## src/rtl/branch_resolve_ctrl.sv

```systemverilog
// branch_resolve_ctrl: stalls fetch on a detected branch, then redirects and flushes or releases once EX resolves it
module branch_resolve_ctrl #(
  parameter int WIDTH_DATA_LENGTH = 32,
  parameter int MAX_WAIT = 4,
  parameter int CNT_WIDTH = 16
) (
  input  logic                         clk,
  input  logic                         rst,
  input  logic                         Br_Dectected,
  input  logic                         Resolve_Valid,
  input  logic                         Br_Taken,
  input  logic [WIDTH_DATA_LENGTH-1:0] Target_PC,
  output logic                         PC_Stall,
  output logic                         PC_Redirect,
  output logic [WIDTH_DATA_LENGTH-1:0] Redirect_PC,
  output logic                         Flush,
  output logic                         Timeout_Err,
  output logic [CNT_WIDTH-1:0]         Branch_Count,
  output logic [CNT_WIDTH-1:0]         Taken_Count
);
  localparam int WW = $clog2(MAX_WAIT);
  typedef enum logic [1:0] {IDLE, WAIT, REDIRECT} state_t;
  state_t                       state_q;
  logic [WW-1:0]                wcnt_q;
  logic [WIDTH_DATA_LENGTH-1:0] rpc_q;
  logic                         to_q;
  logic [CNT_WIDTH-1:0]         bc_q, tc_q;
  always_ff @(posedge clk or posedge rst) begin
    if (rst) begin
      state_q <= IDLE;
      wcnt_q  <= '0;
      rpc_q   <= '0;
      to_q    <= 1'b0;
      bc_q    <= '0;
      tc_q    <= '0;
    end else begin
      case (state_q)
        IDLE: if (Br_Dectected) begin
          state_q <= WAIT;
          wcnt_q  <= '0;
          bc_q    <= bc_q + CNT_WIDTH'(1);
        end
        WAIT: begin
          wcnt_q <= wcnt_q + WW'(1);
          if (Resolve_Valid) begin
            if (Br_Taken) begin
              rpc_q   <= Target_PC;
              state_q <= REDIRECT;
            end else state_q <= IDLE;
          end else if (wcnt_q == WW'(MAX_WAIT - 1)) begin
            to_q    <= 1'b1;
            state_q <= IDLE;
          end
        end
        default: begin
          tc_q    <= tc_q + CNT_WIDTH'(1);
          state_q <= IDLE;
        end
      endcase
    end
  end
  // stall is gated by rst so an asserted reset silences the IDLE-state Mealy term too
  assign PC_Stall     = !rst && (state_q == WAIT || (state_q == IDLE && Br_Dectected));
  assign PC_Redirect  = state_q == REDIRECT;
  assign Flush        = state_q == REDIRECT;
  assign Redirect_PC  = rpc_q;
  assign Timeout_Err  = to_q;
  assign Branch_Count = bc_q;
  assign Taken_Count  = tc_q;
endmodule

```

## config.mk

```make
export PLATFORM = sky130hd
export DESIGN_NAME = branch_resolve_ctrl
export DESIGN_NICKNAME = d
export VERILOG_FILES = /design/src/rtl/branch_resolve_ctrl.sv
export SDC_FILE = /design/constraint.sdc
export NUM_CORES = 1
export LEC_CHECK = 0
export CELL_PAD_IN_SITES_DETAIL_PLACEMENT = 0
export CELL_PAD_IN_SITES_GLOBAL_PLACEMENT = 1
export CORE_MARGIN = 8
export CORE_UTILIZATION = 31
export CTS_BUF_LIST = sky130_fd_sc_hd__clkbuf_4 sky130_fd_sc_hd__clkbuf_8 sky130_fd_sc_hd__clkbuf_16
export CTS_CLUSTER_DIAMETER = 120
export DETAILED_ROUTE_END_ITERATION = 8
export GPL_TIMING_DRIVEN = 0
export PLACE_DENSITY_LB_ADDON = 0.1
export SLEW_MARGIN = 20
export SYNTH_ARGS = -nofsm -noshare
export SYNTH_HDL_FRONTEND = slang
export SYNTH_SLANG_ARGS = --single-unit
```

## constraint.sdc

```tcl
create_clock -name clk -period 2.02 [get_ports clk]
set_input_delay 0.303 -clock clk [delete_from_list [all_inputs] [get_ports clk]]
set_output_delay 0.303 -clock clk [all_outputs]
set_load 0.05 [all_outputs]
```

## After elaboration in Yosys (flattened, before gate mapping)

Cells that the tools add are included.

- Output and inout bits: 68
- Logic and storage cells: 34
- Flip-flop bits (word level): 69
- Bits of input ports: 37

- Bitwise operators: 1
- $add $sub $neg: 3
- Reductions and logical operators: 12
- Multiplexer cells: 7
- Equal/unequal tests: 5

Operators with widths:

| kind | count |
|---|---|
| 16-bit by 1-bit adder with 16-bit output (second input constant) | 2 |
| 2-bit two-way mux | 5 |
| 2-bit one-hot mux with 2 select lines | 2 |
| 2-bit AND reduction | 3 |
| 3-bit AND reduction | 2 |
| 2-bit equality test (second input constant) | 2 |
| 3-bit != test (second input constant) | 1 |
| 2-bit by 1-bit adder with 2-bit output (second input constant) | 1 |
| 2-bit by 1-bit equality test with 1-bit output (second input constant) | 1 |
| 1-bit logical AND | 2 |
| 2-bit logical NOT | 1 |
| 2-bit != test (second input constant) | 1 |
| 2-bit nonzero test | 1 |
| 2-bit OR reduction | 1 |
| 1-bit logical NOT | 1 |
| 1-bit logical OR | 1 |
| 1-bit NOT | 1 |

## Longest topological paths before layout

- Word-level depth: 4
- Mapped depth: 5
- Depth with buffers taken out: 5

## Worst setup path after synthesis

No wires, ideal clock.

- Kind: reg2reg
- From: register tc_q[0] (netlist: Taken_Count[0])
- To: register tc_q[10] (netlist: Taken_Count[10])
- Stages on the path, launching flop included: 6
- Slack: 0.151 ns
- Setup time: 0.141 ns
- Required time: 1.879 ns
- Buffers on the path: 0
- Clock period less this slack: 1.869 ns
- Arrival: 1.728 ns
- Cell sequence: dfrtp_1 ha_1 nand4_1 nor3_1 nand4_1 xnor2_1

- Longest elaborated chain between the ends: 1

Ends and longest elaborated chain:

| element | line | source |
|---|---|---|
| from (decl) | 27 | `logic [CNT_WIDTH-1:0] bc_q, tc_q;` |
| from (signal assigned) | 56 | `tc_q <= tc_q + CNT_WIDTH'(1);` |
| 16-bit by 1-bit adder with 16-bit output | 56 |  |

Every way passes these cells.
A chain may end at the register's enable or synchronous reset.

## Final worst setup path

- From: register bc_q[7] (netlist: Branch_Count[7])
- To: output port Branch_Count[7]

RTL lines:

| element | line | source |
|---|---|---|
| from (decl) | 27 |  |
| from (signal assigned) | 41 | `bc_q <= bc_q + CNT_WIDTH'(1);` |
| to (decl) | 18 | `output logic [CNT_WIDTH-1:0] Branch_Count,` |

No word-level cell between the ends.

==> impl_metrics.toml <==
[status]
status = "complete, no violations"

[detailed_routing]
avgViaCountPerCell = 4.53
drcViolationCount = 0
wl_met2_mm = 2.96
wl_met3_um = 772
met1Wirelength_mm = 2.87
vias = 1957
first_pass_iters = 4
wire_per_inst_um = 15.6
drt_wl_total_mm = 6.75
routed.top_layer = "met4"
drtIter0Drc = 47
ant_nets = 0

[clock_tree]
postCtsSetupBuffers = 0
clockBufferDepth = 2
holdBufCountCts = 0
htreeDepth = 3
cts_tree = "built"
clk_latency_ns = 0.34
cts_sinks = 69
cts.clk_slew.worst_paths_ns = 0.08
cts_inserted_buffers = 9
cts-root-buf = "clkbuf_8"

[layout]
instances_no_fill = 432
nFillCells = 803
post-route-util = 0.481
antennaDiodeCount = 0
nets = 360
syn_to_final_growth_pct = 49.8
layout-drive-gt1-share = 0.204
final_common_cell = "clkdlybuf4s50_1"
layout_common_cells = "clkdlybuf4s50_1, dfrtp_1, mux2_2"

[power]
ir_drop_mv = 0.877
leakagePower_nw = 1.83
power_density_nw_per_um2 = 1440

[timing]
hold_violations = 0
period_minus_slack_ns = 1.93
setup_viol_count_final = 0
worst_pin_slew_ns = 0.545
finClkSkew_ns = 0.0147
drv_slew = 0
worst_slack_ns = 0.0935
slew_headroom = 0.635
max_freq_mhz = 519
period_share = 0.954
rsz0062_at_grt = "no"

[floorplan]
core_area_um2 = 8760
dieArea_um2 = 12400
io_pins = 105
die_x_um = 111
die_h_um = 111
fp-row-count = 34
start_util = 0.321

[global_routing]
grt_usage = 0.115
grt_max_degree = 31
first_global_vias = 2124
grt-ovfl-total = 0
grt_first_pass_wirelength_mm = 11.3
antenna_found_initial = 0

[flow_run]
timing.max_cap.violations = 0

[min_path]
holdCritPathClass = "input port to asynchronous set/reset pin"

[critical_path]
cp_max_fo = 6
path_cells = "clkdlybuf4s50_1"
rr_worst_depth = 5
cp.arrival_ns = 1.62
start_kind = "flop"
regToRegSetupSlack_ns = 0.36
worst_path_largest_cell_delay_ns = 0.84
timing.rr.end = "Taken_Count[10]"
worstSetupPathType = "flop to output port"
slowest_stage = "clkdlybuf4s50_1"
timing.critical_path.required_ns = 1.72
worst-path-buf-inv = 1
rr_startpoint = "Taken_Count[0]"
endpoint_kind = "output port"
path_delay_family = "buffers and inverters"

[synthesis]
synthAdderAreaFrac = 0.0133
synthSimpleGateAreaFrac = 0.109
ys_top_cells_by_area = "dfrtp_1, mux2_2, xnor2_1"
syn_nets = 243
synthXorXnorAreaFrac = 0.0933
synth_top_area_frac = 0.613
synth_sequential_area_ratio = 0.613
synth_top_cell_by_area = "dfrtp_1"
synth-compound-area-share = 0.00888
synth-seq-cells = 69
synth_top_family_by_area = "multiplexers"
synthMuxAreaShare = 0.143
ys_warn_count = 0
synth.avg_cell_area_um2 = 13.9
syn_inst = 203
syn_area_um2 = 2820
synth_cell_type_count = 27

[placement]
post-place-ws_ns = -0.155
port_buffers = 104
dp_hpwl_mm = 5.05
dp.cells = 417
place.gp.congestion = 0.668
layout make-up:
class,count,area [um^2],share of cell area
clock inverters,5,52.6,0.0125
inverters,5,22.5,0.00534
clock buffers,10,131,0.0311
well taps,108,135,0.0320
flip-flops and latches,69,1730,0.409
multi-input cells,124,1040,0.246
repair buffers,106,1080,0.256
plain buffers,5,33.8,0.00801
registers in the layout (all words and copies together), names as in the netlist:
register      count
Branch_Count     16
Redirect_PC      32
Taken_Count      16
Timeout_Err       1
state_q           2
wcnt_q            2
power by group:
part / internal [mW] / switching, mW / leakage (nW)
registers: 1.79 / 0.288 / 0.865
logic: 1.07 / 1.83 / 0.865
clock network: 0.571 / 0.513 / 0.0953
cell usage after synthesis (all sizes together):
master	instances
xnor2	21
nor3b	1
inv	5
and2b	1
o21bai	1
dfrtp	69
and3	6
buf	5
nand4	7
a31o	1
nor2	8
nor2b	1
mux2i	1
mux2	35
and4	2
nand3	9
a22o	1
nor3	4
ha	3
nand2	12
nand2b	1
xor2	9
worst max-delay path by stage:
stage | startpoint | to | slack (ns) | cells past startpoint
3_3_place_gp | Br_Dectected | PC_Stall | -0.16 | 4
5_1_grt | Taken_Count[0] | Taken_Count[0] | 0.02 | 1
3_5_place_dp | Br_Dectected | PC_Stall | -0.15 | 4
2_1_floorplan | Taken_Count[0] | Taken_Count[10] | 0.15 | 5
4_1_cts | state_q[1] | PC_Redirect | 0.02 | 4
6_report | Branch_Count[7] | Branch_Count[7] | 0.09 | 1
cell families (layout without fill, tap and decap cells):
| group | Yosys count | after routing |
|---|---|---|
| adders and majority gates | 3 | 3 |
| and+or+nand+nor | 52 | 52 |
| DFF | 69 | 69 |
| AOI/OAI and AO/OA | 3 | 3 |
| buffers and inverters | 10 | 131 |
| muxes | 36 | 36 |
| xor gates and xnor gates | 30 | 30 |
routing by layer:
layer	global-route usage	vias to the layer above
met2	0.165	69
li1	-	931
met4	0.0613	0
met1	0.129	945
met3	0.0698	12
met5	0	-
through the flow:
step | setup TNS, ns | instance area [um^2] | power [mW] | hold slack [ns]
after floorplan | 0 | 2820 | 3.98 | 0.453
after global placement | -3.40 | 4000 | 5.01 | 0.457
after detailed placement | -0.155 | 4040 | 5.05 | 0.468
after CTS | 0 | 4220 | 6.17 | 0.279
after global routing | 0 | 4220 | 6.39 | 0.294
final | 0 | 4220 | 6.06 | 0.288
timing repair:
item,CTS,global route
pin swaps,0,0
endpoints found under the setup margin,3,2
resized for setup,5,3
No activity file was read; power rests on OpenSTA's default activity.
